**config.mk**
```make
export PLATFORM = sky130hd
export DESIGN_NAME = main_control_fsm
export DESIGN_NICKNAME = d
export VERILOG_FILES = /design/src/rtl/main_control_fsm.sv
export SDC_FILE = /design/constraint.sdc
export NUM_CORES = 1
export LEC_CHECK = 0
export CORE_ASPECT_RATIO = 0.6
export CORE_MARGIN = 8
export CORE_UTILIZATION = 30
export DETAILED_ROUTE_END_ITERATION = 10
export GPL_TIMING_DRIVEN = 0
export MAX_ROUTING_LAYER = met4
export PLACE_DENSITY = 0.61
export RECOVER_POWER = 25
export SLEW_MARGIN = 20
export SYNTH_ARGS = -nofsm -noshare
export SYNTH_HDL_FRONTEND = slang
export SYNTH_SLANG_ARGS = --single-unit
```
**constraint.sdc**
```tcl
create_clock -name clk -period 3.05 [get_ports clk]
set_input_delay 0.61 -clock clk [delete_from_list [all_inputs] [get_ports clk]]
set_output_delay 0.61 -clock clk [all_outputs]
set_load 0.02 [all_outputs]
```
**src/rtl/main_control_fsm.sv**
```systemverilog
// rtl/main_control_fsm.sv - multicycle RISC-V main control FSM
module main_control_fsm #(
  parameter int INSTRET_W = 32
) (
  input  logic                 clk,
  input  logic                 reset,
  input  logic [6:0]           op,
  input  logic                 mem_ready,
  output logic                 AdrSrc,
  output logic                 IRWrite,
  output logic                 PCUpdate,
  output logic                 Branch,
  output logic                 MemWrite,
  output logic                 RegWrite,
  output logic [1:0]           ALUSrcA,
  output logic [1:0]           ALUSrcB,
  output logic [1:0]           ResultSrc,
  output logic [1:0]           ALUOp,
  output logic [3:0]           state,
  output logic                 illegal,
  output logic [INSTRET_W-1:0] instret
);

  typedef enum logic [3:0] {
    FETCH    = 4'd0,
    DECODE   = 4'd1,
    MEMADR   = 4'd2,
    MEMREAD  = 4'd3,
    MEMWB    = 4'd4,
    MEMWRITE = 4'd5,
    EXECUTER = 4'd6,
    ALUWB    = 4'd7,
    EXECUTEI = 4'd8,
    JAL      = 4'd9,
    BEQ      = 4'd10,
    LUI      = 4'd11,
    TRAP     = 4'd15
  } state_t;

  localparam logic [6:0] OP_LOAD  = 7'b0000011;
  localparam logic [6:0] OP_STORE = 7'b0100011;
  localparam logic [6:0] OP_RTYPE = 7'b0110011;
  localparam logic [6:0] OP_ITYPE = 7'b0010011;
  localparam logic [6:0] OP_BEQ   = 7'b1100011;
  localparam logic [6:0] OP_JAL   = 7'b1101111;
  localparam logic [6:0] OP_LUI   = 7'b0110111;

  // Moore vector: {AdrSrc, PCUpdate(JAL), Branch, MemWrite, RegWrite,
  //                ALUSrcA, ALUSrcB, ResultSrc, ALUOp, illegal}
  localparam logic [13:0] MOORE_FETCH = 14'b0_0_0_0_0_00_10_10_00_0;

  state_t      cur_state;
  state_t      nxt_state;
  logic [13:0] moore_q;
  logic        fetch_go;
  logic        retire;

  function automatic state_t next_state(state_t s, logic [6:0] o, logic mr);
    state_t n;
    n = TRAP;
    case (s)
      FETCH:    n = mr ? DECODE : FETCH;
      DECODE: begin
        case (o)
          OP_LOAD, OP_STORE: n = MEMADR;
          OP_RTYPE:          n = EXECUTER;
          OP_ITYPE:          n = EXECUTEI;
          OP_BEQ:            n = BEQ;
          OP_JAL:            n = JAL;
          OP_LUI:            n = LUI;
          default:           n = TRAP;
        endcase
      end
      MEMADR:   n = (o == OP_LOAD) ? MEMREAD : MEMWRITE;
      MEMREAD:  n = mr ? MEMWB : MEMREAD;
      MEMWB:    n = FETCH;
      MEMWRITE: n = mr ? FETCH : MEMWRITE;
      EXECUTER, EXECUTEI, JAL, LUI: n = ALUWB;
      ALUWB:    n = FETCH;
      BEQ:      n = FETCH;
      default:  n = TRAP;
    endcase
    return n;
  endfunction

  function automatic logic [13:0] moore_of(state_t s);
    logic [13:0] v;
    v = 14'b0_0_0_0_0_00_00_00_00_1;
    case (s)
      FETCH:    v = MOORE_FETCH;
      DECODE:   v = 14'b0_0_0_0_0_01_01_00_00_0;
      MEMADR:   v = 14'b0_0_0_0_0_10_01_00_00_0;
      MEMREAD:  v = 14'b1_0_0_0_0_00_00_00_00_0;
      MEMWB:    v = 14'b0_0_0_0_1_00_00_01_00_0;
      MEMWRITE: v = 14'b1_0_0_1_0_00_00_00_00_0;
      EXECUTER: v = 14'b0_0_0_0_0_10_00_00_10_0;
      EXECUTEI: v = 14'b0_0_0_0_0_10_01_00_10_0;
      ALUWB:    v = 14'b0_0_0_0_1_00_00_00_00_0;
      BEQ:      v = 14'b0_0_1_0_0_10_00_00_01_0;
      JAL:      v = 14'b0_1_0_0_0_01_10_00_00_0;
      LUI:      v = 14'b0_0_0_0_0_11_01_00_00_0;
      default:  v = 14'b0_0_0_0_0_00_00_00_00_1;
    endcase
    return v;
  endfunction

  always_comb begin
    nxt_state = next_state(cur_state, op, mem_ready);
  end

  assign retire = (cur_state == ALUWB) || (cur_state == MEMWB) || (cur_state == BEQ) ||
                  ((cur_state == MEMWRITE) && mem_ready);

  // Outputs are registered from the next state so they line up with the state register.
  always_ff @(posedge clk or negedge reset) begin
    if (!reset) begin
      cur_state <= FETCH;
      moore_q   <= MOORE_FETCH;
      instret   <= '0;
    end else begin
      cur_state <= nxt_state;
      moore_q   <= moore_of(nxt_state);
      if (retire) begin
        instret <= instret + {{(INSTRET_W-1){1'b0}}, 1'b1};
      end
    end
  end

  // The fetch strobes are the only Mealy terms; reset gates them directly.
  assign fetch_go = reset && mem_ready && (cur_state == FETCH);

  assign AdrSrc    = moore_q[13];
  assign IRWrite   = fetch_go;
  assign PCUpdate  = moore_q[12] | fetch_go;
  assign Branch    = moore_q[11];
  assign MemWrite  = moore_q[10];
  assign RegWrite  = moore_q[9];
  assign ALUSrcA   = moore_q[8:7];
  assign ALUSrcB   = moore_q[6:5];
  assign ResultSrc = moore_q[4:3];
  assign ALUOp     = moore_q[2:1];
  assign illegal   = moore_q[0];
  assign state     = cur_state;

endmodule

```
==> results of run 1 <==
-- worst max path at each step --
stage	end	slack, ps	cells after the start
5_1_grt	PCUpdate	90	5
6_report	PCUpdate	170	5
3_5_place_dp	PCUpdate	120	5
2_1_floorplan	moore_q[5]	760	8
4_1_cts	PCUpdate	110	5
3_3_place_gp	PCUpdate	-1590	5
-- worst max-delay path: cells and delay by family --
family | cells | cell delay (ps)
buffers and inverters | 2 | 1170
and+or+nand+nor | 3 | 490
-- routing by layer --
metal | vias up | part of all wire, %
met3 | 4 | 7.1
met2 | 55 | 39
li1 | 990 | -
met1 | 965 | 54
met5 | - | 0
met4 | 0 | 0.60
-- placed cells by master (no fill, tap or decap), types with 3 or more instances in the layout --
master,count
nor3b_1,5
xnor2_1,14
buf_2,6
buf_4,8
dfrtp_1,47
nor3_1,11
a21oi_1,6
nand3_1,10
nor2_1,22
ha_1,6
clkdlybuf4s50_1,59
and3_1,4
nand2_1,19
nand4_1,14
xor2_1,17
mux2i_1,4
and2_1,3
inv_1,6
clkbuf_16,5
nand2b_1,3
-- area by class of cell --
class | count | area [um^2] | share of cell area (%)
Clock buffer | 6 | 129 | 3.67
Tap cell | 112 | 140 | 3.99
Clock inverter | 2 | 38.8 | 1.11
Sequential cell | 49 | 1230 | 35.0
Inverter | 7 | 26.3 | 0.749
Timing Repair Buffer | 60 | 602 | 17.1
Multi-Input combinational cell | 175 | 1240 | 35.4
Buffer | 15 | 101 | 2.89
-- logic make-up (layout without fill, tap and decap cells) --
| group | after synthesis | in the layout | synth area share (%) |
|---|---|---|---|
| DFF | 49 | 49 | 47.3 |
| muxes | 5 | 5 | 1.97 |
| buffers and inverters | 22 | 90 | 4.91 |
| and+or+nand+nor | 108 | 108 | 24.0 |
| adders and majority gates | 6 | 6 | 2.89 |
| AOI/OAI and AO/OA | 25 | 25 | 8.57 |
| xor gates and xnor gates | 31 | 31 | 10.4 |
-- flip-flops by register name, summed over array words and instances, names as in the netlist --
signal and count:
instret 32, moore_q 13, state 4
-- per-stage QoR --
step                setup WS, ps  TNS, ps  cells
floorplan                    757        0    246
global placement           -1590    -9070    418
detailed placement           118        0    418
CTS                          107        0    426
global route                92.7        0    426
finish                       169        0    426
-- where the power goes --
part	leakage, uW	internal, uW	switching, uW
Clock	0.0000815	391	246
Combinational	0.000839	629	776
Sequential	0.000632	776	89.1
Total	0.00155	1800	1110
==> flow_summary.json, run 1 <==
{
  "synth-edff-count": 0,
  "path_class": "input port to output pin",
  "pin_count": 61,
  "grt_pass1_vias": 1965,
  "hold_slack_ps": 252,
  "cp.arrival_ps": 2270,
  "diodes": 0,
  "max_freq_ghz": 0.347,
  "outcome": "finished, final reports clean",
  "vias": 2014,
  "critPathLaunch": "mem_ready",
  "r2r_slack_ps": 560,
  "pwr_density_cell_nw_per_um2": 829,
  "synth_cell_types": 50,
  "end_kind": "output pin",
  "synth_top_area_cell": "dfrtp_1",
  "cts_tree": "yes",
  "crit_chain": "clkdlybuf4s50_1, nand3_1, nor3_1, or2_2, clkdlybuf4s50_1",
  "ant_nets": 0,
  "required_ps": 2440,
  "synthTopCellsByArea": "dfrtp_1 (45%), xor2_1 (5.7%), xnor2_1 (4.7%)",
  "synthCells": 246,
  "die_w_um": 136,
  "syn_nets": 262,
  "critPathMostFrequentCell": "clkdlybuf4s50_1",
  "ctsResizeCount": 0,
  "drive_above_1_share_pct": 13.4,
  "reg2reg_depth": 7,
  "cts.sinks": 49,
  "drtPass1Iterations": 4,
  "post-synth-top-count-cell": "dfrtp_1",
  "synth.cell_area_um2": 2600,
  "fin_skew_ps": 9.91,
  "crit_path_max_fanout": 6,
  "final_util_pct": 41.5,
  "grt_pass1_wl_mm": 10.3,
  "finalSetupViolations": 0,
  "grt_max_degree": 51,
  "synth_common_cells": "dfrtp_1 (47), nor2_1 (22), nand2_1 (19)",
  "cts.htree.levels": 2,
  "placed_area_um2": 3340,
  "grt_use_met1_pct": 16.7,
  "worst_slew_pin_slew_ps": 651,
  "r2r_end": "moore_q[5]",
  "vdd_ir_drop_max_uv": 390,
  "cap_violations": 0,
  "clk_latency_ps": 290,
  "critPathMaxStageDelay_ps": 600,
  "yosysSeqAreaShare_pct": 47.3,
  "hpwlAfterDp_mm": 4.64,
  "die-area_um2": 12000,
  "via_per_inst": 4.73,
  "clock_path_buffers": 2,
  "worstSetupStartpointType": "input port",
  "yosysTopAreaCellShare_pct": 45.2,
  "cts_setup_buffers": 0,
  "final_area_um2": 3510,
  "remaining_drc_errors": 0,
  "core_um2": 8460,
  "cts_root_buffer": "clkbuf_16",
  "finalWorstPathRequiredPeriod_ps": 2880,
  "wirelength_mm": 6.32,
  "slew_viol_final": 0,
  "clk_pin_slew_worst_paths_ps": 60,
  "p_leak_uw": 0.00155,
  "drt_iter0_drc": 81,
  "use_met3_pct": 4.35,
  "fin_nets": 329,
  "use_met2_pct": 13.1,
  "wire_per_inst_um": 14.8,
  "fillerInstances": 849,
  "rows": 26,
  "rsz0062_at_grt": "no",
  "ys.flop_type": "dfrtp_1",
  "grt-ovfl-total": 0,
  "period_share_pct": 94.5,
  "track_usage_pct": 11.1,
  "slew_headroom_pct": 56.0,
  "antenna_found_initial": 0,
  "syn_to_final_growth_pct": 35.0,
  "dieHeight_um": 88.1,
  "final-hold-violation-count": 0,
  "hp-class": "input port to async pin",
  "numCtsBuffers": 5,
  "initial_core_util_pct": 30.7,
  "synth.avg_cell_area_um2": 10.6,
  "ys_ff_latch": 49,
  "top_usage_layer": "met1",
  "ys_warn_count": 0,
  "power.total_uw": 2910,
  "slowest_stage": "clkdlybuf4s50_1",
  "postCtsHoldBufs": 0,
  "routabilityCongestion": 0.815,
  "r2r_start": "state[3]",
  "async_flop_share_pct": 100,
  "port_buffers": 60
}
Note: power is estimated with default switching activity, not from simulation.
==> run 2: changes to the inputs <==
Settings changed: ABC_CLOCK_PERIOD_IN_PS set to 3050, CTS_CLUSTER_SIZE set to 28, REMOVE_ABC_BUFFERS set to 1.
==> run 2 against run 1 <==
Utilization decreased by 1.5 points. Sequential power increased by 11%. Critical path type unchanged. Largest power group unchanged. Die area unchanged. Via count decreased by 4.9%.
==> flow_summary.json, run 2 (synthesized netlist as in run 1, its figures left out) <==
{
  "grt-ovfl-total": 0,
  "routabilityCongestion": 0.750,
  "power.total_uw": 2690,
  "final-hold-violation-count": 0,
  "die-area_um2": 12000,
  "fin_nets": 314,
  "slew_headroom_pct": 58.5,
  "clk_pin_slew_worst_paths_ps": 60,
  "grt_max_degree": 51,
  "fin_skew_ps": 5.79,
  "vias": 1916,
  "die_w_um": 136,
  "wire_per_inst_um": 14.4,
  "postCtsHoldBufs": 0,
  "wirelength_mm": 5.90,
  "final_common_cell": "clkdlybuf4s50_1",
  "p_leak_uw": 0.00147,
  "port_buffers": 60,
  "crit_path_max_fanout": 6,
  "pin_count": 61,
  "hp-class": "input port to async pin",
  "dieHeight_um": 88.1,
  "slowest_stage": "clkdlybuf4s50_1",
  "most-common-layout-cells": "clkdlybuf4s50_1 (59), dfrtp_1 (47), nor2_1 (22)",
  "drt_iter0_drc": 59,
  "rsz0062_at_grt": "no",
  "diodes": 0,
  "ant_nets": 0,
  "cts_setup_buffers": 0,
  "end_kind": "output pin",
  "clock_path_buffers": 2,
  "slew_viol_final": 0,
  "finalSetupViolations": 0,
  "remaining_drc_errors": 0,
  "core_um2": 8460,
  "finalWorstPathRequiredPeriod_ps": 2880,
  "rows": 26,
  "drive_above_1_share_pct": 8.72,
  "vdd_ir_drop_max_uv": 507,
  "cp.arrival_ps": 2270,
  "critPathMostFrequentCell": "clkdlybuf4s50_1",
  "grt_pass1_wl_mm": 9.62,
  "outcome": "finished, final reports clean",
  "numCtsBuffers": 5,
  "ctsResizeCount": 0,
  "drtPass1Iterations": 4,
  "cap_violations": 0,
  "cts_tree": "yes",
  "track_usage_pct": 10.4,
  "max_freq_ghz": 0.347,
  "clk_latency_ps": 280,
  "worstSetupStartpointType": "input port",
  "largest_reg_flops": 32,
  "regMostFlops": "instret",
  "via_per_inst": 4.67,
  "hpwlAfterDp_mm": 4.36,
  "syn_to_final_growth_pct": 30.1,
  "initial_core_util_pct": 30.7,
  "final_cells": 410,
  "cts_root_buffer": "clkbuf_16",
  "period_share_pct": 94.5,
  "worst_slew_pin_slew_ps": 614,
  "cts.sinks": 49,
  "required_ps": 2440,
  "fillerInstances": 835,
  "pwr_density_cell_nw_per_um2": 794,
  "crit_chain": "clkdlybuf4s50_1, nand3_1, nor3_1, or2_2, clkdlybuf4s50_1",
  "grt_pass1_vias": 1827,
  "antenna_found_initial": 0,
  "cts.htree.levels": 2,
  "critPathMaxStageDelay_ps": 590,
  "place_inst": 403,
  "path_class": "input port to output pin"
}
==> run 2: path summary, 6_finish.rpt <==
check	start	to	slack (ps)	cells past startpoint
hold reg to reg	instret[31]	instret[31]	480	1
setup / recovery	mem_ready	PCUpdate	170	5
min in group clk	instret[31]	instret[31]	480	1
hold / removal	reset	instret[3]	250	1
setup reg to reg	state[1]	moore_q[5]	670	6
max in group asynchronous	reset	moore_q[4]	2430	1
==> run 2: per-stage QoR <==
step / hold slack (ps) / setup TNS [ps] / instance area, um^2 / setup WS, ps / utilization (%)
2_1_floorplan: 314 / 0 / 2500 / 798 / -
3_3_place_gp: 458 / -7790 / 3240 / -1570 / 38.3
3_5_place_dp: 470 / 0 / 3240 / 90.0 / 38.3
4_1_cts: 372 / 0 / 3380 / 90.9 / 40.0
5_1_grt: 291 / 0 / 3380 / 43.6 / 40.0
6_report: 249 / 0 / 3380 / 168 / 40.0
==> run 2: worst max-delay path, delay by kind of cell <==
kind,cells,cell delay (ps)
buf+inv,2,1170
simple gates,3,480
==> run 2: routing by layer <==
layer | track usage [%] | routed length [um] | up-vias | part of all wire (%)
met5 | - | 0 | - | 0
met4 | 1.49 | 0 | 0 | 0
met3 | 3.38 | 290 | 0 | 4.9
met2 | 13.5 | 2370 | 37 | 40
met1 | 15.3 | 3240 | 911 | 55
li1 | - | - | 968 | -
==> run 2: cell type report <==
cell class / count / area (um^2) / area share (%)
inverters: 7 / 26.3 / 0.777
repair buffers: 60 / 602 / 17.8
well taps: 112 / 140 / 4.14
clock buffers: 7 / 143 / 4.22
multi-input cells: 175 / 1240 / 36.8
flip-flops and latches: 49 / 1230 / 36.3
==> run 2: power by group <==
| group | leakage, uW | internal, uW | switching, uW | total [uW] |
|---|---|---|---|---|
| registers | 0.000632 | 776 | 181 | 957 |
| clock network | 0.0000700 | 322 | 222 | 545 |
| logic | 0.000765 | 540 | 644 | 1180 |
==> run 3: changes to the inputs <==
Settings changed: CAP_MARGIN set to 20, CTS_BUF_LIST set to sky130_fd_sc_hd__clkbuf_2, REMOVE_ABC_BUFFERS 1 to not set.
==> run 3 against run 2 <==
Worst setup slack better by 27 ps. Global-route usage is 0.64 points higher. Combinational power is 19% higher. Critical path type is now register to output pin. Utilization is 0.35 points higher. Total power is 2.1% lower. Sequential share of layout area is 0.28 points lower. Largest power group unchanged. Final area is 0.89% higher. Via count is 5.6% higher. Final cell count is 3.9% higher. Highest routed layer is now met4.
==> flow_summary.json, run 3 (synthesized netlist as in run 1, its figures left out) <==
{
  "routabilityCongestion": 0.815,
  "fin_skew_ps": 30.1,
  "antenna_found_initial": 0,
  "outcome": "finished, final reports clean",
  "period_share_pct": 93.6,
  "finalWorstPathRequiredPeriod_ps": 2850,
  "rows": 26,
  "vdd_ir_drop_max_uv": 392,
  "cts.htree.levels": 2,
  "crit_end": "PCUpdate",
  "cts_root_buffer": "clkbuf_2",
  "regMostFlops": "instret",
  "p_sw_uw": 1080,
  "path_depth": 6,
  "p_clk_share_pct": 13.9,
  "drtPass1Iterations": 4,
  "crit_family": "buffers and inverters",
  "rsz0062_at_grt": "no",
  "clock_path_buffers": 2,
  "path_class": "register to output pin",
  "grt_pass1_wl_mm": 10.2,
  "syn_to_final_growth_pct": 31.3,
  "final-hold-violation-count": 0,
  "critPathBufInv": 2,
  "track_usage_pct": 11.1,
  "grt_pass1_vias": 1955,
  "cp.arrival_ps": 2240,
  "hpwlAfterDp_mm": 4.64,
  "pin_count": 61,
  "grt_max_degree": 51,
  "hold_slack_ps": 124,
  "grt-ovfl-total": 0,
  "die-area_um2": 12000,
  "slew_viol_final": 0,
  "worst_slew_pin_slew_ps": 649,
  "p_leak_uw": 0.00151,
  "reg2reg_depth": 7,
  "cts_setup_buffers": 0,
  "cap_violations": 0,
  "wire_per_inst_um": 14.6,
  "most-common-layout-cells": "clkdlybuf4s50_1 (59), dfrtp_1 (46), nor2_1 (22)",
  "critPathMaxStageDelay_ps": 600,
  "core_um2": 8460,
  "worstSetupStartpointType": "register",
  "hp-class": "input port to async pin",
  "numCtsBuffers": 5,
  "largest_reg_flops": 32,
  "wirelength_mm": 6.24,
  "finalSetupViolations": 0,
  "ant_nets": 0,
  "port_buffers": 60,
  "slew_headroom_pct": 56.1,
  "swShare_pct": 41.1,
  "die_w_um": 136,
  "power_frac_comb_pct": 53.1,
  "clk_pin_slew_worst_paths_ps": 280,
  "drt_iter0_drc": 75,
  "initial_core_util_pct": 30.7,
  "dieHeight_um": 88.1,
  "fillerInstances": 857,
  "crit_chain": "buf_2, nor2_1, nand3_1, nor3_2, or2_2, clkdlybuf4s50_1",
  "remaining_drc_errors": 0,
  "cts.sinks": 49,
  "via_per_inst": 4.75,
  "seqPwrFrac_pct": 32.9,
  "drive_above_1_share_pct": 14.3,
  "final_common_cell": "clkdlybuf4s50_1",
  "cts_tree": "yes",
  "p_int_uw": 1550,
  "fin_nets": 329,
  "required_ps": 2440,
  "pwr_density_cell_nw_per_um2": 770,
  "max_freq_ghz": 0.350,
  "diodes": 0,
  "end_kind": "output pin",
  "final_util_pct": 40.4,
  "critPathLaunch": "state[2]",
  "r2r_slack_ps": 530,
  "vias": 2023,
  "r2r_end": "moore_q[5]",
  "r2r_start": "state[3]",
  "crit_path_max_fanout": 10,
  "slowest_stage": "clkdlybuf4s50_1",
  "clk_latency_ps": 460
}
run 3: worst register-to-register path, cell delays in order (launching register included):
cell and delay [ps]:
dfrtp_1 440, buf_2 180, nor4b_1 620, a21oi_1 290
o211a_1 320, ha_1 290, and2_1 140, a211oi_1 160
run 3: worst min path at each step:
| stage | to | slack [ps] | cells past startpoint |
|---|---|---|---|
| 2_1_floorplan | instret[0] | 310 | 0 |
| 3_3_place_gp | instret[31] | 460 | 1 |
| 3_5_place_dp | instret[31] | 470 | 1 |
| 4_1_cts | instret[31] | 100 | 1 |
| 5_1_grt | instret[31] | 100 | 1 |
| 6_report | instret[31] | 120 | 1 |
run 3: power by group through the flow:
stage,clock [uW],combinational (uW),sequential (uW)
3_5_place_dp,0,1390,875
3_3_place_gp,0,1380,875
2_1_floorplan,0,848,958
4_1_cts,387,1400,864
5_1_grt,419,1540,885
6_report,366,1400,866
run 3: cell type report:
| class | instances | area (um^2) | share of cell area [%] |
|---|---|---|---|
| Buffer | 15 | 101 | 2.97 |
| Clock buffer | 6 | 30.0 | 0.880 |
| Clock inverter | 2 | 38.8 | 1.14 |
| Inverter | 7 | 26.3 | 0.770 |
| Multi-Input combinational cell | 175 | 1250 | 36.6 |
| Sequential cell | 49 | 1230 | 36.0 |
| Tap cell | 112 | 140 | 4.11 |
| Timing Repair Buffer | 60 | 598 | 17.5 |
run 3: per-stage QoR:
| step | cell area [um^2] | setup slack (ps) | instances | TNS (ps) | power [uW] |
|---|---|---|---|---|---|
| 2_1_floorplan | 2600 | 757 | 246 | 0 | 1810 |
| 3_3_place_gp | 3340 | -1590 | 418 | -9070 | 2260 |
| 3_5_place_dp | 3340 | 118 | 418 | 0 | 2270 |
| 4_1_cts | 3410 | 53.5 | 426 | 0 | 2660 |
| 5_1_grt | 3410 | 23.7 | 426 | 0 | 2840 |
| 6_report | 3410 | 196 | 426 | 0 | 2630 |
run 3: metal layers:
metal | wire length [um] | GRT usage, % | vias to the layer above
met5 | 0 | - | -
met4 | 59 | 2.97 | 0
met3 | 426 | 4.52 | 6
met2 | 2400 | 13.4 | 44
met1 | 3350 | 16.0 | 984
li1 | - | - | 989
run 3: what timing repair did:
action / CTS / global route
gates resized for setup: 0 / 2
setup endpoints to repair: 0 / 1
hold endpoints to repair: 0 / 0
hold buffers: 0 / 0
